==> config.mk <==
export PLATFORM = sky130hd
export DESIGN_NAME = avg_pool_sched_flat
export DESIGN_NICKNAME = d
export VERILOG_FILES = /design/src/rtl/pool_pkg.sv /design/src/rtl/avg_pool_sched_if.sv /design/src/rtl/pool_out_fifo.sv /design/src/rtl/avg_pool_sched.sv /design/src/flat_wrapper.sv
export SDC_FILE = /design/constraint.sdc
export NUM_CORES = 1
export LEC_CHECK = 0
export BUFFER_PORTS_ARGS = -buffer_cell sky130_fd_sc_hd__buf_4
export CORE_ASPECT_RATIO = 1.4
export CORE_MARGIN = 2
export CORE_UTILIZATION = 60
export DETAILED_ROUTE_END_ITERATION = 10
export PLACE_DENSITY = 0.79
export SLEW_MARGIN = 30
export SYNTH_ARGS = -nofsm -noshare
export SYNTH_HDL_FRONTEND = slang
export SYNTH_SLANG_ARGS = --single-unit
==> constraint.sdc <==
create_clock -name clk -period 4.5 [get_ports clk]
set_input_delay 0.45 -clock clk [delete_from_list [all_inputs] [get_ports clk]]
set_output_delay 0.45 -clock clk [all_outputs]
set_load 0.03 [all_outputs]
==> src/rtl/pool_pkg.sv <==
// Shared constants and FSM state type for the average-pool scheduler.
package pool_pkg;

   localparam int unsigned POOL_WIN     = 64;
   localparam int unsigned POOL_SHIFT   = 6;
   localparam int unsigned PIPE_LAT_DEF = 6;
   localparam int unsigned RD_LAT_DEF   = 1;

   typedef enum logic [1:0] {
      IDLE  = 2'd0,
      ISSUE = 2'd1,
      DRAIN = 2'd2,
      DONE  = 2'd3
   } sched_state_t;

endpackage

==> src/rtl/avg_pool_sched_if.sv <==
// Control, feature-buffer read and result stream signals of the average-pool scheduler.
interface avg_pool_sched_if #(
   parameter int unsigned CH_W   = 10,
   parameter int unsigned DATA_W = 16
);
   logic              start;
   logic              busy;
   logic              done;
   logic              rd_en;
   logic [CH_W-1:0]   rd_ch;
   logic [DATA_W-1:0] pool_in;
   logic              out_valid;
   logic              out_ready;
   logic [DATA_W-1:0] out_data;
   logic [CH_W-1:0]   out_ch;

   modport master (
      input  start, pool_in, out_ready,
      output busy, done, rd_en, rd_ch, out_valid, out_data, out_ch
   );

   modport slave (
      output start, pool_in, out_ready,
      input  busy, done, rd_en, rd_ch, out_valid, out_data, out_ch
   );
endinterface

==> src/rtl/pool_out_fifo.sv <==
// Synchronous first-word-fall-through FIFO holding {channel, scaled result} entries.
module pool_out_fifo #(
   parameter int unsigned W     = 26,
   parameter int unsigned DEPTH = 8
) (
   input  logic                         clk,
   input  logic                         rst,
   input  logic                         push,
   input  logic [W-1:0]                 push_data,
   input  logic                         pop,
   output logic [W-1:0]                 head,
   output logic [$clog2(DEPTH+1)-1:0]   count,
   output logic                         valid
);
   localparam int unsigned PTR_W = (DEPTH > 1) ? $clog2(DEPTH) : 1;
   localparam int unsigned CNT_W = $clog2(DEPTH + 1);

   logic [W-1:0]     mem [DEPTH];
   logic [PTR_W-1:0] rd_ptr;
   logic [PTR_W-1:0] wr_ptr;
   logic             do_pop;

   function automatic logic [PTR_W-1:0] bump(input logic [PTR_W-1:0] p);
      return (32'(p) == DEPTH - 1) ? '0 : p + PTR_W'(1);
   endfunction

   assign valid  = (count != '0);
   assign do_pop = pop && valid;
   // Head reads as zero when empty so out_data/out_ch follow reset values.
   assign head   = valid ? mem[rd_ptr] : '0;

   always_ff @(posedge clk) begin
      if (rst) begin
         rd_ptr <= '0;
         wr_ptr <= '0;
         count  <= '0;
      end else begin
         if (push) begin
            mem[wr_ptr] <= push_data;
            wr_ptr      <= bump(wr_ptr);
         end
         if (do_pop) rd_ptr <= bump(rd_ptr);
         count <= count + CNT_W'(push) - CNT_W'(do_pop);
      end
   end

   // The issue credit guarantees space for every result already in flight.
   always_ff @(posedge clk) begin
      if (!rst) assert (!(push && !do_pop && 32'(count) == DEPTH));
   end
endmodule

==> src/rtl/avg_pool_sched.sv <==
// Issues one window read per channel, tracks it through the fixed-latency adder tree,
// scales the sum by 1/64 and returns results in channel order.
module avg_pool_sched
   import pool_pkg::*;
#(
   parameter int unsigned NUM_CH     = 1000,
   parameter int unsigned CH_W       = 10,
   parameter int unsigned DATA_W     = 16,
   parameter int unsigned RD_LAT     = RD_LAT_DEF,
   parameter int unsigned PIPE_LAT   = PIPE_LAT_DEF,
   parameter int unsigned FIFO_DEPTH = 8
) (
   input  logic           clk,
   input  logic           rst,
   avg_pool_sched_if.master bus
);
   localparam int unsigned TRK_LEN = RD_LAT + PIPE_LAT;
   localparam int unsigned FIFO_W  = CH_W + DATA_W;
   localparam int unsigned CNT_W   = $clog2(FIFO_DEPTH + 1);
   localparam int unsigned INF_W   = $clog2(TRK_LEN + 1);
   localparam logic [CH_W-1:0] LAST_CH = CH_W'(NUM_CH - 1);

   sched_state_t      state_q, state_d;
   logic [CH_W-1:0]   ch_q;
   logic [TRK_LEN-1:0] trk_vld_q;
   logic [CH_W-1:0]   trk_ch_q [TRK_LEN];
   logic [INF_W-1:0]  inflight;
   logic [CNT_W-1:0]  fifo_count;
   logic              credit_ok;
   logic              issue;
   logic              push;
   logic              pop;
   logic              head_valid;
   logic [DATA_W-1:0] scaled;
   logic [FIFO_W-1:0] head;

   always_comb begin
      inflight = '0;
      for (int unsigned i = 0; i < TRK_LEN; i++) inflight = inflight + INF_W'(trk_vld_q[i]);
   end

   // Credit uses the registered FIFO count; a same-cycle pop is not counted.
   assign credit_ok = (32'(fifo_count) + 32'(inflight)) < FIFO_DEPTH;

   always_ff @(posedge clk) begin
      if (rst) state_q <= IDLE;
      else     state_q <= state_d;
   end

   always_comb begin
      state_d = state_q;
      issue   = 1'b0;
      unique case (state_q)
         IDLE:  if (bus.start) state_d = ISSUE;
         ISSUE: begin
            issue = credit_ok;
            if (credit_ok && ch_q == LAST_CH) state_d = DRAIN;
         end
         DRAIN: if (inflight == '0 && fifo_count == CNT_W'(1) && pop) state_d = DONE;
         DONE:  state_d = IDLE;
         default: state_d = IDLE;
      endcase
   end

   always_ff @(posedge clk) begin
      if (rst || state_q == IDLE) ch_q <= '0;
      else if (issue)             ch_q <= (ch_q == LAST_CH) ? '0 : ch_q + CH_W'(1);
   end

   // Valid/channel shadow of the read and adder-tree latency.
   always_ff @(posedge clk) begin
      if (rst) begin
         trk_vld_q <= '0;
         for (int unsigned i = 0; i < TRK_LEN; i++) trk_ch_q[i] <= '0;
      end else begin
         trk_vld_q   <= {trk_vld_q[TRK_LEN-2:0], issue};
         trk_ch_q[0] <= ch_q;
         for (int unsigned i = 1; i < TRK_LEN; i++) trk_ch_q[i] <= trk_ch_q[i-1];
      end
   end

   assign scaled = DATA_W'($signed(bus.pool_in) >>> POOL_SHIFT);
   assign push   = trk_vld_q[TRK_LEN-1];
   assign pop    = head_valid && bus.out_ready;

   pool_out_fifo #(
      .W     (FIFO_W),
      .DEPTH (FIFO_DEPTH)
   ) u_fifo (
      .clk       (clk),
      .rst       (rst),
      .push      (push),
      .push_data ({trk_ch_q[TRK_LEN-1], scaled}),
      .pop       (pop),
      .head      (head),
      .count     (fifo_count),
      .valid     (head_valid)
   );

   assign bus.busy      = (state_q != IDLE);
   assign bus.done      = (state_q == DONE);
   assign bus.rd_en     = issue;
   assign bus.rd_ch     = ch_q;
   assign bus.out_valid = head_valid;
   assign {bus.out_ch, bus.out_data} = head;
endmodule

==> src/flat_wrapper.sv <==
// flat-port wrapper written by rule: the top's interface ports become plain ports
module avg_pool_sched_flat import pool_pkg::*;
#(
   parameter int unsigned NUM_CH     = 1000,
   parameter int unsigned CH_W       = 10,
   parameter int unsigned DATA_W     = 16,
   parameter int unsigned RD_LAT     = RD_LAT_DEF,
   parameter int unsigned PIPE_LAT   = PIPE_LAT_DEF,
   parameter int unsigned FIFO_DEPTH = 8
)
  (clk, rst, bus_start, bus_pool_in, bus_out_ready, bus_busy, bus_done, bus_rd_en, bus_rd_ch, bus_out_valid, bus_out_data, bus_out_ch);
  avg_pool_sched_if #(.CH_W(CH_W), .DATA_W(DATA_W)) bus_i ();
  input  logic clk;
  input  logic rst;
  input wire logic [$bits(bus_i.start)-1:0] bus_start;
  input wire logic [$bits(bus_i.pool_in)-1:0] bus_pool_in;
  input wire logic [$bits(bus_i.out_ready)-1:0] bus_out_ready;
  output wire logic [$bits(bus_i.busy)-1:0] bus_busy;
  output wire logic [$bits(bus_i.done)-1:0] bus_done;
  output wire logic [$bits(bus_i.rd_en)-1:0] bus_rd_en;
  output wire logic [$bits(bus_i.rd_ch)-1:0] bus_rd_ch;
  output wire logic [$bits(bus_i.out_valid)-1:0] bus_out_valid;
  output wire logic [$bits(bus_i.out_data)-1:0] bus_out_data;
  output wire logic [$bits(bus_i.out_ch)-1:0] bus_out_ch;
  assign bus_i.start = bus_start;
  assign bus_i.pool_in = bus_pool_in;
  assign bus_i.out_ready = bus_out_ready;
  assign bus_busy = bus_i.busy;
  assign bus_done = bus_i.done;
  assign bus_rd_en = bus_i.rd_en;
  assign bus_rd_ch = bus_i.rd_ch;
  assign bus_out_valid = bus_i.out_valid;
  assign bus_out_data = bus_i.out_data;
  assign bus_out_ch = bus_i.out_ch;
  avg_pool_sched #(.NUM_CH(NUM_CH), .CH_W(CH_W), .DATA_W(DATA_W), .RD_LAT(RD_LAT), .PIPE_LAT(PIPE_LAT), .FIFO_DEPTH(FIFO_DEPTH)) u_core (.clk(clk), .rst(rst), .bus(bus_i));
endmodule
==> metrics, run 1 <==
status=complete, no violations; Max IR drop VDD=490 µV; GP Congestion=roughly 0.78; final hold vios=0; Final Cycle Share=97.7%; Least-Margin Pin Slew=899 ps; Core Region=15,600 µm²; average wire per standard cell=18.9 µm; DR vias/cell=5.57; Die Span X=between 100 and 150 µm; synthesized cell area=9600 µm²; worst setup path class=flip-flop to output port; ANT nets after route=0; Final Max Tran Viols=0; dpl hpwl=9.31 mm; Die Y=154 µm; Startpoint Class=flip-flop; global route total overflow=0; Post-Syn Nets=roughly 630; YS warnings=0; worst path arrival time=a little under 4000 ps; Hold Path Class=input pin to flip-flop; PortBufs=53; total global-route track usage=roughly 19%; Initial Util=61.5%; # IOs=60; drt first-iter violations=222; CTS Root Cell=clkbuf_16; pwr dens=536 nW/µm²; vias post-DR=approximately 5,000; Final Cell Area=~11,000 µm²; Avg Cell Area, Syn=between 15 and 20 µm²; DRC violations left=0; clk sink count=262; largest net degree at the start of global routing=96; ratio of cells with drive above 1 in the final layout=25.0%; post-layout min period=approximately 4400 ps; static leakage=3.92 nW; Layout Utilization=between 70% and 80%; initial antenna violation count=0; Post-layout nets=between 700 and 800; ant diodes=0; Yosys reg bits=262; Netlist cell types=34; Fmax=227 MHz; std cell rows=54; vias in the first global route=5,058; CTS H-tree depth=1; drt pass-1 iters=4; die area=~17,000 µm²; Crit Path Max Fanout=5; Req. time, crit path=4050 ps; max-cap violations=0; worst relative slew slack=40.1%; Max Root-Sink Buffers=3; CP endpoint kind=output port; clock transition at the registers of the reported paths=70 ps; Mapped Cells=590; sequential area share after synthesis=about 71%; placed cell area=10,200 µm²; hold_ws=180 ps; Max Clock Skew=7.01 ps; CTS tree=built; area delta synth->final=15.4%; Clock Latency Late Sink=500 ps; # setup viols final=0; first-pass GRT wire length=26.2 mm; number of CTS-inserted buffers=23; WL final=16.5 mm
cells in the mapped netlist, drive strengths merged:
library cell / n / area share [%]
nor4: 6 / 0.39
xnor2: 7 / 0.64
dfxtp: 102 / 21
nand2b: 3 / 0.20
nand4bb: 1 / 0.12
mux2i: 23 / 2.4
nor2: 52 / 2.0
o31ai: 1 / 0.078
buf: 14 / 0.85
nor3: 2 / 0.10
nor2b: 73 / 4.8
inv: 21 / 0.82
a21o: 2 / 0.16
or3: 3 / 0.20
o21a: 1 / 0.078
edfxtp: 160 / 50
nand4: 2 / 0.13
fa: 4 / 0.83
nand2: 13 / 0.51
xor2: 3 / 0.27
nand3b: 1 / 0.078
mux4: 40 / 9.4
nand3: 5 / 0.26
clkbuf: 16 / 0.63
a211oi: 2 / 0.26
o21ai: 4 / 0.37
ha: 19 / 2.5
a21oi: 9 / 0.51
or4: 1 / 0.12
metal layers:
| metal | GRT usage [%] | wire (µm) | up-vias |
|---|---|---|---|
| li1 | - | - | 2266 |
| met1 | 23.5 | 6350 | 2437 |
| met2 | 35.5 | 8910 | 140 |
| met3 | 3.15 | 837 | 31 |
| met4 | 6.85 | 398 | 0 |
| met5 | 0 | 0 | - |
registers in the layout, indices dropped and copies added, names as in the netlist, named ones only:
name / cells
u_core.u_fifo.mem: 160
u_core.trk_ch_q: 70
u_core.bus.rd_ch: 10
u_core.trk_vld_q: 7
u_core.u_fifo.count: 4
u_core.u_fifo.rd_ptr: 3
u_core.u_fifo.wr_ptr: 3
u_core.state_q: 2
critical path: stages (launching register included):
cell and delay (ps):
dfxtp_1 310, ha_1 280, inv_1 70, fa_1 430
fa_1 500, inv_1 50, ha_1 200, fa_2 360
xor2_2 230, ha_4 250, a211oi_4 350, nand3_4 170
inv_4 110, buf_6 130
power by group:
| group | switching, mW | internal (mW) | total, mW |
|---|---|---|---|
| Sequential | 0.0598 | 2.57 | 2.63 |
| Combinational | 0.834 | 0.605 | 1.44 |
| Clock | 0.816 | 1.05 | 1.87 |
| Total | 1.71 | 4.23 | 5.94 |
per-stage QoR:
stage,total power [mW],worst slack [ps],std cells,TNS (ps)
after floorplan,3.66,724,590,0
after global placement,4.00,417,823,0
after detailed placement,4.06,285,823,0
after CTS,5.93,25.9,865,0
after global routing,6.19,-14.7,875,-14.7
final,5.94,103,875,0
layout make-up:
class	count	area, µm²
Fill cell	974	4530
Inverter	21	81.3
Timing Repair Buffer	76	574
Multi-Input combinational cell	278	2590
Tap cell	196	245
Sequential cell	262	6850
Clock buffer	26	618
Clock inverter	16	114
final timing paths:
| check | start | end | slack (ps) | cells after the start |
|---|---|---|---|---|
| setup reg to reg | u_core.trk_vld_q[0]$_SDFF_PP0_ | u_core.bus.rd_ch[8]$_SDFFE_PP0P_ | 350 | 15 |
| hold / removal | bus_pool_in[13] | u_core.u_fifo.mem[4][7]$_DFFE_PP_ | 180 | 1 |
| hold reg to reg | u_core.trk_ch_q[0][1]$_SDFF_PP0_ | u_core.trk_ch_q[0][11]$_SDFF_PP0_ | 430 | 1 |
| setup / recovery | u_core.trk_vld_q[0]$_SDFF_PP0_ | bus_rd_en | 100 | 13 |
cell families (layout without fill, tap and decap cells):
group	count (synthesis)	after routing	share of synthesized area, %
buffers and inverters	51	139	2.29
AOI/OAI and AO/OA	19	19	1.45
adders and majority gates	23	23	3.31
DFF	262	262	71.4
and+or+nand+nor	162	163	8.89
muxes	63	63	11.8
xor gates and xnor gates	10	10	0.913
what timing repair did:
item	in CTS	in global routing
hold buffers	0	0
endpoints found under the setup margin	1	1
resized for setup	4	5
setup buffers	0	9
gates cloned	0	1
pin swaps	1	3
cell usage in the layout (no fill, tap or decap), drive strengths merged, types with 2 or more instances in the layout:
cell type	instances
edfxtp	160
dfxtp	102
buf	76
nor2b	73
nor2	52
mux4	40
clkbuf	26
mux2i	23
inv	23
ha	19
nand2	13
a21oi	9
clkinv	9
xnor2	7
nor4	6
nand3	6
fa	4
o21ai	4
clkinvlp	4
nand2b	3
or3	3
xor2	3
nand4	2
nor3	2
a21o	2
a211oi	2
Note: power is estimated with default switching activity, not from simulation.
==> inputs of run 2 (changes only) <==
--- a/config.mk
+++ b/config.mk
@@ -8,9 +8,9 @@
 export BUFFER_PORTS_ARGS = -buffer_cell sky130_fd_sc_hd__buf_4
 export CORE_ASPECT_RATIO = 1.4
 export CORE_MARGIN = 2
-export CORE_UTILIZATION = 60
+export CORE_UTILIZATION = 64
 export DETAILED_ROUTE_END_ITERATION = 10
-export PLACE_DENSITY = 0.79
+export PLACE_DENSITY = 0.83
 export SLEW_MARGIN = 30
 export SYNTH_ARGS = -nofsm -noshare
 export SYNTH_HDL_FRONTEND = slang
==> constraint.sdc (replaced) <==
create_clock -name clk -period 5.1 [get_ports clk]
set_input_delay 0.51 -clock clk [delete_from_list [all_inputs] [get_ports clk]]
set_output_delay 0.51 -clock clk [all_outputs]
set_load 0.03 [all_outputs]
==> run 2 against run 1 <==
  * Worst hold slack gained 72 ps
  * Global-route usage grew 1.7 points
  * Count of clock-buffer cells in the layout grew 10
  * Critical endpoint unchanged
  * Critical path type unchanged
==> metrics, run 2 (same netlist as run 1, synthesis figures left out) <==
DRC violations left=0; total global-route track usage=21.2%; Clock Latency Late Sink=490 ps; worst setup path class=flip-flop to output port; Req. time, crit path=4590 ps; drt pass-1 iters=6; worst relative slew slack=39.4%; std cell rows=53; Final Cycle Share=about nine tenths; vias in the first global route=5,101; # setup viols final=0; Post-CTS Hold Buffers=0; initial antenna violation count=0; clock transition at the registers of the reported paths=about 60 ps; # IOs=60; placed insts=818; Core Region=~15,000 µm²; # Post-CTS Setup Buffers=0; CTS tree=built; worst path arrival time=approximately 4200 ps; Initial Util=64.6%; WL final=between 15 and 20 mm; Max Clock Skew=8.11 ps; Fin Setup TNS=0 ps; Startpoint Class=flip-flop; final hold vios=0; Die Y=149 µm; largest net degree at the start of global routing=96; Crit Path Max Fanout=9; global route total overflow=0; Post-layout nets=between 600 and 700; dpl hpwl=about 9.6 mm; Fmax=~210 MHz; status=complete, no violations; Max IR drop VDD=between 300 and 400 µV; area delta synth->final=14.0%; Overall Power=5.16 mW; average wire per standard cell=19.1 µm; Post-Layout Cell Count=~860; hold_ws=252 ps; Hold Path Class=input pin to flip-flop; Resized Gates After CTS=0; clk sink count=262; cell count of the worst hold path=1; max reg flops=160; CTS H-tree depth=1; first-pass GRT wire length=26.0 mm; reg2reg path depth=15; Final Max Tran Viols=0; worst reg2reg endpoint=u_core.bus.rd_ch[8]$_SDFFE_PP0P_; Max Root-Sink Buffers=3; CTS Root Cell=clkbuf_16; number of CTS-inserted buffers=23; slack of the worst reg-to-reg path=roughly 900 ps; pwr dens=472 nW/µm²; drt first-iter violations=between 200 and 250; vias post-DR=4,808; final worst slack=431 ps; static leakage=3.87 nW; ANT nets after route=0; ant diodes=0; DR vias/cell=5.60; largest register by flop count=u_core.u_fifo.mem; die area=16,000 µm²; ratio of cells with drive above 1 in the final layout=about 22%; Least-Margin Pin Slew=909 ps; GP Congestion=just under 0.8; most frequent cells in the layout=edfxtp_1, dfxtp_1, nor2b_1; hold_sp=bus_pool_in[7]; CP endpoint kind=output port; hold-critical path endpoint=u_core.u_fifo.mem[4][1]$_DFFE_PP_; max-cap violations=0; pre-CTS setup slack=940 ps; Die Span X=107 µm; post-layout min period=between 4000 and 5000 ps; PortBufs=between 50 and 60; worst reg2reg startpoint=u_core.trk_vld_q[0]$_SDFF_PP0_; RSZ-0062 raised after global routing=false; commonest non-fill, non-tap cell in the layout=edfxtp_1
[run 2: cell types whose count changed in the layout (fill, tap and decap cells not counted), sizes merged]
cell      previous run  this run
buf                 76        66
nand3                6         5
clkinv               9         3
inv                 23        21
clkinvlp             4         1
clkbuf              26        36
[run 2: per-stage QoR]
| stage | area (µm²) | utilization (%) |
|---|---|---|
| floorplan | 9600 | - |
| global placement | 10200 | 68.7 |
| detailed placement | 10200 | 68.7 |
| CTS | 10900 | 73.6 |
| global route | 10900 | 73.6 |
| finish | 10900 | 73.6 |
[run 2: critical path, stage by stage, from the launching register on]
cell and delay [ps]:
dfxtp_1 310, ha_1 280, inv_1 70, fa_1 430
fa_1 500, inv_1 40, ha_1 180, fa_1 380
xor2_1 200, ha_1 290, a211oi_2 250, nand3_1 310
inv_1 240, buf_4 190
[run 2: how the worst max path moves through the flow]
stage / start / endpoint / depth (start not counted)
detailed placement: u_core.trk_vld_q[0]$_SDFF_PP0_ / u_core.bus.rd_ch[9]$_SDFFE_PP0P_ / 15
global route: u_core.trk_vld_q[0]$_SDFF_PP0_ / bus_rd_en / 13
floorplan: u_core.trk_vld_q[0]$_SDFF_PP0_ / bus_rd_en / 13
finish: u_core.trk_vld_q[0]$_SDFF_PP0_ / bus_rd_en / 13
global placement: u_core.trk_vld_q[0]$_SDFF_PP0_ / u_core.bus.rd_ch[8]$_SDFFE_PP0P_ / 15
CTS: u_core.trk_vld_q[0]$_SDFF_PP0_ / bus_rd_en / 13
[run 2: layout make-up]
class	instances	area [µm²]
timing repair buffer	66	495
clock inverter	5	50.0
tap	192	240
inverter	21	78.8
clock buffer	36	676
sequential	262	6850
multi-input combinational	277	2540
fill	896	3920
[run 2: per-layer routing]
layer | vias up | GRT usage, % | part of all wire (%)
met1 | 2399 | 25.1 | 38
met5 | - | 0 | 0
met2 | 130 | 39.6 | 55
met3 | 33 | 3.01 | 4.4
li1 | 2246 | - | -
met4 | 0 | 6.35 | 2.1
[run 2: report_power, final]
| part | internal, mW | leakage, nW | total, mW | switching, mW |
|---|---|---|---|---|
| sequential | 2.27 | 2.29 | 2.36 | 0.0905 |
| clock | 0.959 | 0.349 | 1.65 | 0.686 |
| combinational | 0.488 | 1.22 | 1.15 | 0.663 |
| total | 3.72 | 3.87 | 5.16 | 1.44 |
==> inputs of run 3 (changes only) <==
--- a/config.mk
+++ b/config.mk
@@ -6,11 +6,10 @@
 export NUM_CORES = 1
 export LEC_CHECK = 0
 export BUFFER_PORTS_ARGS = -buffer_cell sky130_fd_sc_hd__buf_4
-export CORE_ASPECT_RATIO = 1.4
 export CORE_MARGIN = 2
-export CORE_UTILIZATION = 64
+export CORE_UTILIZATION = 60
 export DETAILED_ROUTE_END_ITERATION = 10
-export PLACE_DENSITY = 0.83
+export PLACE_DENSITY = 0.79
 export SLEW_MARGIN = 30
 export SYNTH_ARGS = -nofsm -noshare
 export SYNTH_HDL_FRONTEND = slang
==> constraint.sdc (replaced) <==
create_clock -name clk -period 4.9 [get_ports clk]
set_input_delay 0.49 -clock clk [delete_from_list [all_inputs] [get_ports clk]]
set_output_delay 0.49 -clock clk [all_outputs]
set_load 0.03 [all_outputs]
==> run 3 against run 2 <==
  * Final cell count is 3.4% higher
  * Flip-flop and latch count did not move
  * Cell area is 0.88% higher
  * Sequential share of layout area shrank 0.59 points
  * Register-to-register slack worse by 20 ps
  * Sequential power rose by 3%
  * Critical endpoint unchanged
  * Highest routed layer unchanged
==> metrics, run 3 (same netlist as run 1, synthesis figures left out) <==
status=complete, no violations; ant diodes=0; largest register by flop count=u_core.u_fifo.mem; DR vias/cell=about 5.4; Most Crowded Layer GR=met2; most frequent cells in the layout=edfxtp_1, dfxtp_1, nor2b_1; max reg flops=160; # Post-CTS Setup Buffers=0; first-pass GRT wire length=25.3 mm; Overall Power=5.48 mW; final worst slack=between 300 and 400 ps; average wire per standard cell=18.1 µm; hold-critical path endpoint=u_core.u_fifo.mem[5][7]$_DFFE_PP_; CTS tree=built; max-cap violations=0; area delta synth->final=15.0%; Final Cycle Share=93.6%; vias post-DR=4,771; DRC violations left=0; Post-layout nets=696; CTS Root Cell=clkbuf_16; number of CTS-inserted buffers=25; Final Max Tran Viols=0; Die Span X=130 µm; GP Congestion=0.771; Max IR drop VDD=338 µV; Core Region=15,800 µm²; ANT nets after route=0; static leakage=3.91 nW; hold_sp=bus_pool_in[13]; Startpoint Class=flip-flop; drt first-iter violations=357; Initial Util=60.8%; global route total overflow=0; worst setup path class=flip-flop to output port; RSZ-0062 raised after global routing=false; cell count of the worst hold path=1; clock transition at the registers of the reported paths=60 ps; Req. time, crit path=4410 ps; clk sink count=between 200 and 300; largest net degree at the start of global routing=96; Seq pwr share=44.5%; Least-Margin Pin Slew=897 ps; pwr dens=497 nW/µm²; pre-CTS setup slack=694 ps; std cell rows=46; Switching Share=28.0%; post-layout min period=around 4600 ps; Max Clock Skew=11.5 ps; worst path arrival time=4090 ps; # setup viols final=0; commonest non-fill, non-tap cell in the layout=edfxtp_1; WL final=16.1 mm; routing usage on met3=roughly 3.2%; worst reg2reg endpoint=u_core.bus.rd_ch[7]$_SDFFE_PP0P_; clock network power share=33.4%; initial antenna violation count=0; drt pass-1 iters=4; Final Cell Area=11,000 µm²; worst reg2reg startpoint=u_core.trk_vld_q[0]$_SDFF_PP0_; cell-internal power=3.94 mW; total global-route track usage=around 20%; die area=~17,000 µm²; Switch Pwr=between 1.5 and 2 mW; placed cell area=10,200 µm²; Max Root-Sink Buffers=3; final hold vios=0; dpl hpwl=8.94 mm; placed insts=about 840; Clock Latency Late Sink=510 ps; ratio of cells with drive above 1 in the final layout=22.6%; worst relative slew slack=roughly two fifths; Die Y=130 µm; slack of the worst reg-to-reg path=900 ps; vias in the first global route=4,948; Fmax=roughly 220 MHz; met2 Resource Use GR=35.3%; CTS H-tree depth=1; Post-Layout Cell Count=about 900; Combinational Power Share=22.1%; # IOs=60; PortBufs=53; Crit Path Max Fanout=13; M1 GR Usage=25.0%; CP endpoint kind=output port; reg2reg path depth=14; Hold Path Class=input pin to flip-flop; Fin Setup TNS=0 ps
[run 3: worst max-delay path: stages (launching register included)]
cell      delay (ps)
dfxtp_1          320
ha_1             290
inv_1             70
fa_1             420
fa_1             490
inv_1             40
ha_1             180
fa_1             380
xor2_1           210
ha_1             290
a211oi_2         240
nand3_2          270
inv_1            200
buf_4            180
[run 3: layout make-up]
type	count	area, µm²
flip-flops and latches	262	6850
inverters	21	78.8
repair buffers	66	495
clock inverters	14	119
well taps	216	270
clock buffers	32	673
fillers	1035	4740
multi-input cells	277	2550
[run 3: layer usage]
metal,vias to the layer above,part of all wire [%]
met1,2379,41
met5,-,0
met4,0,1.4
met3,17,4.9
met2,120,52
li1,2255,-
[run 3: worst max path at each step]
| stage | startpoint | endpoint | slack [ps] | cells after the start |
|---|---|---|---|---|
| 2_1_floorplan | u_core.trk_vld_q[0]$_SDFF_PP0_ | bus_rd_en | 1080 | 13 |
| 3_3_place_gp | u_core.trk_vld_q[0]$_SDFF_PP0_ | bus_rd_en | 780 | 13 |
| 3_5_place_dp | u_core.trk_vld_q[0]$_SDFF_PP0_ | bus_rd_en | 690 | 13 |
| 4_1_cts | u_core.trk_vld_q[0]$_SDFF_PP0_ | bus_rd_en | 140 | 13 |
| 5_1_grt | u_core.trk_vld_q[0]$_SDFF_PP0_ | bus_rd_en | 80 | 13 |
| 6_report | u_core.trk_vld_q[0]$_SDFF_PP0_ | bus_rd_en | 320 | 13 |
[run 3: power groups by stage]
stage,Combinational (mW),Sequential [mW],Clock [mW]
CTS,1.23,2.44,1.86
global route,1.31,2.45,1.95
detailed placement,1.22,2.48,0
floorplan,0.929,2.44,0
global placement,1.20,2.48,0
finish,1.21,2.44,1.83
[run 3: what timing repair did]
action	CTS	global route
resized for setup	0	1
hold buffers	0	0
setup endpoints to repair	0	1
[run 3: per-stage QoR]
| step | hold WS [ps] | util [%] |
|---|---|---|
| final | 216 | 69.9 |
| after global routing | 208 | 69.9 |
| after CTS | 192 | 69.9 |
| after detailed placement | 420 | 64.9 |
| after global placement | 416 | 64.9 |
| after floorplan | 414 | - |
